--- src/rtl/comp_pkg.sv ---
// Shared widths and result type for the two-column 512-row counter.
// No logic; constants only.
package comp_pkg;
    localparam int COMP_COL_W   = 512;
    localparam int COMP_PC_W    = 10;
    localparam int COMP_OUT_W   = 11;
    localparam int COMP_MAX_SUM = 1536;

    typedef logic [COMP_OUT_W-1:0] comp_sum_t;
endpackage

--- src/rtl/comp_popcount512.sv ---
// Combinational 512-bit ones counter: 6:3 counters, a word-level 3:2 carry-save tree, one final add.
// Latency: 0 cycles (pure combinational). Backpressure: none, no handshake.
// The counters only evaluate the data they are given; this block holds no state.
module comp_popcount512
    import comp_pkg::*;
(
    input  logic [COMP_COL_W-1:0] bits_i,
    output logic [COMP_PC_W-1:0]  count_o
);
    localparam int GRP    = 6;
    localparam int NG     = (COMP_COL_W + GRP - 1) / GRP;
    localparam int PAD_W  = NG * GRP;
    localparam int MAXLVL = 12;

    logic [PAD_W-1:0]     padded;
    logic [COMP_PC_W-1:0] heap [NG];
    logic [COMP_PC_W-1:0] nxt  [NG];

    assign padded = {{(PAD_W - COMP_COL_W){1'b0}}, bits_i};

    // The operand count n is data-independent, so every loop unrolls to a fixed CSA tree.
    always_comb begin
        int n;
        int ng;
        int rem;
        logic [2:0]           cnt6;
        logic [COMP_PC_W-1:0] a;
        logic [COMP_PC_W-1:0] b;
        logic [COMP_PC_W-1:0] c;

        for (int g = 0; g < NG; g++) begin
            cnt6 = 3'd0;
            for (int k = 0; k < GRP; k++) begin
                cnt6 = cnt6 + 3'(padded[g*GRP + k]);
            end
            heap[g] = {{(COMP_PC_W - 3){1'b0}}, cnt6};
            nxt[g]  = '0;
        end

        n = NG;
        for (int lvl = 0; lvl < MAXLVL; lvl++) begin
            if (n > 2) begin
                ng  = n / 3;
                rem = n - 3 * ng;
                for (int g = 0; g < NG; g++) begin
                    nxt[g] = '0;
                end
                for (int g = 0; g < NG / 3; g++) begin
                    if (g < ng) begin
                        a = heap[3*g];
                        b = heap[3*g + 1];
                        c = heap[3*g + 2];
                        nxt[2*g]     = a ^ b ^ c;
                        nxt[2*g + 1] = ((a & b) | (a & c) | (b & c)) << 1;
                    end
                end
                for (int r = 0; r < 2; r++) begin
                    if (r < rem) begin
                        nxt[2*ng + r] = heap[3*ng + r];
                    end
                end
                for (int g = 0; g < NG; g++) begin
                    heap[g] = nxt[g];
                end
                n = 2 * ng + rem;
            end
        end

        // Sum never exceeds 512, so modulo-2^10 carry-save arithmetic stays exact.
        count_o = heap[0] + heap[1];
    end
endmodule

--- src/rtl/comp_double512_gpc.sv ---
// Two-column GPC: comp_out = popcount(in_col0) + 2*popcount(in_col1), registered.
// Latency 1 cycle (2 with COMP_DOUBLE512_IN_REG_EN defined); no backpressure, one result per cycle.
module comp_double512_gpc
    import comp_pkg::*;
(
    input  logic                  clk,
    input  logic                  rst_n,
    input  logic [COMP_COL_W-1:0] in_col0,
    input  logic [COMP_COL_W-1:0] in_col1,
    output comp_sum_t             comp_out
);
    logic [COMP_COL_W-1:0] col0;
    logic [COMP_COL_W-1:0] col1;
    logic [COMP_PC_W-1:0]  pc0;
    logic [COMP_PC_W-1:0]  pc1;
    comp_sum_t             sum_d;
    comp_sum_t             sum_q;

`ifdef COMP_DOUBLE512_IN_REG_EN
    logic [COMP_COL_W-1:0] col0_q;
    logic [COMP_COL_W-1:0] col1_q;

    always_ff @(posedge clk or negedge rst_n) begin
        if (!rst_n) begin
            col0_q <= '0;
            col1_q <= '0;
        end else begin
            col0_q <= in_col0;
            col1_q <= in_col1;
        end
    end

    assign col0 = col0_q;
    assign col1 = col1_q;
`else
    assign col0 = in_col0;
    assign col1 = in_col1;
`endif

    comp_popcount512 u_pc0 (
        .bits_i  (col0),
        .count_o (pc0)
    );

    comp_popcount512 u_pc1 (
        .bits_i  (col1),
        .count_o (pc1)
    );

    // Weight-2 column enters the final adder pre-shifted; max 512 + 1024 fits 11 bits.
    assign sum_d = {1'b0, pc0} + {pc1, 1'b0};

    always_ff @(posedge clk or negedge rst_n) begin
        if (!rst_n) begin
            sum_q <= '0;
        end else begin
            sum_q <= sum_d;
        end
    end

    assign comp_out = sum_q;
endmodule

--- config.mk ---
export PLATFORM = sky130hd
export DESIGN_NAME = comp_double512_gpc
export DESIGN_NICKNAME = d
export VERILOG_FILES = /design/src/rtl/comp_pkg.sv /design/src/rtl/comp_popcount512.sv /design/src/rtl/comp_double512_gpc.sv
export SDC_FILE = /design/constraint.sdc
export NUM_CORES = 2
export LEC_CHECK = 0
export BUFFER_PORTS_ARGS = -buffer_cell sky130_fd_sc_hd__buf_2
export CAP_MARGIN = 20
export CELL_PAD_IN_SITES_DETAIL_PLACEMENT = 0
export CELL_PAD_IN_SITES_GLOBAL_PLACEMENT = 1
export CORE_AREA = 2 2 402 404
export CTS_CLUSTER_DIAMETER = 50
export DETAILED_ROUTE_END_ITERATION = 6
export DIE_AREA = 0 0 404 406
export PLACE_DENSITY = 0.55
export SETUP_SLACK_MARGIN = 0.15
export SLEW_MARGIN = 15
export SYNTH_ARGS = -nofsm -noshare
export SYNTH_HDL_FRONTEND = slang
export SYNTH_SLANG_ARGS = --single-unit
--- constraint.sdc ---
create_clock -name clk -period 0.93 [get_ports clk]
set_clock_uncertainty 0.1 [all_clocks]
set_input_delay 0.1395 -clock clk [delete_from_list [all_inputs] [get_ports clk]]
set_output_delay 0.1395 -clock clk [all_outputs]
set_load 0.02 [all_outputs]
==> metrics.yaml <==
timing:
  tns_ns: -82.31
  worst_slack_ns: -8.421
  drv_slew: 0
  finalHoldViolCount: 0
  finalCritPeriodShare: 10.05
  timing.hold.ws_ns: 0.2620
  fmax_mhz: 106.9
  tightest_slew_ns: 0.4146
  setup_violations: 22
  slew_headroom: 0.7233
  rsz0062_at_grt: "true"
  fin_crit_ns: 9.351
clock_network:
  cts_inserted_buffers: 3
  clk_pin_slew_ns: 0.05
  tritoncts: "yes"
  h-tree-depth: 1
  cts.path.max_buffers: 2
  cts-root-buf: "clkbuf_16"
  cts.sinks: 11
grt:
  grt.met1_usage: 0.1798
  met2_usage: 0.2866
  grt_antenna_before_repair: 65
  grt_max_degree: 12
  first_global_vias: 26900
  grt_overflow: 0
  use_met3: 0.02884
  busiest_layer: "met2"
  track_usage: 0.1520
  grt_pass1_wl_um: 175300
worst_hold_path:
  hp-class: "input port to asynchronous set/reset pin"
placement:
  dp.cells: 6331
  dp_hpwl_um: 124800
  port_buffers: 1036
  gp_congestion: 0.9666
floorplanning:
  start_util: 0.1971
  die_h_um: 406
  core_mm2: 0.1596
  ios: 1037
  die-area_mm2: 0.1640
  rows: 147
  chipWidth_um: 404
critical_path:
  crit_path_top_delay_cell: "fa_2"
  critPathMostFrequentCell: "fa_2"
  crit_path_end_kind: "flop"
  required_ns: 0.96
  path_buf_inv: 9
  critPathMaxStageDelay_ns: 0.61
  worstSetupStartpointType: "input port"
  crit_family: "adder cells"
  arrival_ns: 9.38
  worstSetupPathType: "input port to flop"
  cp_max_fo: 5
logic_synthesis:
  synth_compound_area_frac: 0.006718
  ys_seq_area_frac: 0.008746
  yosys.area_share.simple: 0.006718
  syn_nets: 5522
  synth_fa_ha_area_frac: 0.7680
  synth_xor_xnor_area_share: 0.004731
  syn-cell-area_mm2: 0.03147
  syn_area_per_cell_um2: 9.960
  synth_cell_types: 31
  netlist_instances: 3160
  ys_seq_elements: 11
  synth_top_family_by_area: "adder cells"
  yosysWarnings: 0
  synthMuxAreaShare: 0
finish:
  final_cell_mix: "inv_1 (1666), buf_2 (1015), fa_1 (849)"
  utilization: 0.2579
  drive_gt1_frac: 0.3215
  finalNetCount: 6624
  fin_cells: 6371
  area_growth_pct: 30.83
  final_common_cell: "inv_1"
  largest_register_ffs: 11
job:
  maxCapViolations: 0
routing:
  viasPerCell: 3.525
  postRouteAntennaNets: 0
  drt_iter0_drc: 560
  drt-total-wl_um: 124600
  first_pass_iters: 4
  via_count: 22460
  drc: 0
  drt-wirelength-per-cell_um: 19.56
outcome:
  violations: "negative setup slack"
  outcome: "finished, violations left"
## layout make-up
cell class                      count  area [um2]
Sequential cell                    11       275.3
Antenna cell                       24       60.06
Multi-Input combinational cell   1429       25750
Tap cell                         2086        2610
Timing Repair Buffer             1097        5937
Inverter                         1720        6464
Clock buffer                        4       78.83
Fill cell                       17640      118500
## Yosys cell counts, drive strengths merged
master  number  area share
nand4b       1     0.00028
nand2b       1     0.00020
nor4         2     0.00040
a311oi       1     0.00028
fa         993        0.63
nand3        2     0.00032
xor2         3     0.00083
or4          1     0.00024
xnor2       14      0.0039
ha         343        0.14
o22ai        1     0.00020
o211ai       2     0.00048
nor3         5     0.00079
dfrtp       11      0.0087
o21bai       3     0.00072
nor3b        1     0.00024
a21o         3     0.00076
nand4        1     0.00020
a31oi        1     0.00040
or3b         1     0.00028
a211oi       3     0.00087
o21ai        9      0.0014
nand2        8     0.00095
inv       1720        0.21
nor2b        3     0.00060
a21oi       10      0.0016
nor2        16      0.0019
or4b         1     0.00032
## logic make-up (layout without fill, tap and decap cells)
family / after synthesis / in the layout
buffers and inverters: 1720 / 2821
other: 0 / 24
xor gates and xnor gates: 17 / 17
adders and majority gates: 1336 / 1336
DFF: 11 / 11
AOI/OAI and AO/OA: 33 / 33
and+or+nand+nor: 43 / 43
## per-stage QoR
stage / instance area [um2] / worst slack (ns)
finish: 41180 / -8.421
global route: 41170 / -8.684
CTS: 40860 / -8.420
detailed placement: 40250 / -9.023
global placement: 40250 / -8.991
floorplan: 31940 / -8.013
## per-layer routing
layer,vias to the layer above,part of all wire
met5,-,0.0026
met4,32,0.016
met3,108,0.054
met2,691,0.54
met1,11220,0.39
li1,10400,-
## path summary, 6_finish.rpt
kind / from / endpoint / slack (ns) / depth (start not counted)
worst max-delay path: in_col0[354] / comp_out[10] / -8.42 / 36
max in group asynchronous: rst_n / comp_out[2] / 0.29 / 2
min in group clk: in_col0[511] / comp_out[0] / 0.40 / 4
worst min-delay path: rst_n / comp_out[1] / 0.26 / 2
## repair_timing
item | CTS | global route
setup endpoints to repair | 22 | 28
resized for setup | 130 | 53
endpoints found under the hold margin | 11 | 0
pin swaps | 67 | 58
setup buffers | 6 | 5
hold buffers | 1 | 0
Power is left out: the tool's default activity adds up to more than one toggle a clock period on the data nets, which glitch-free logic cannot reach.
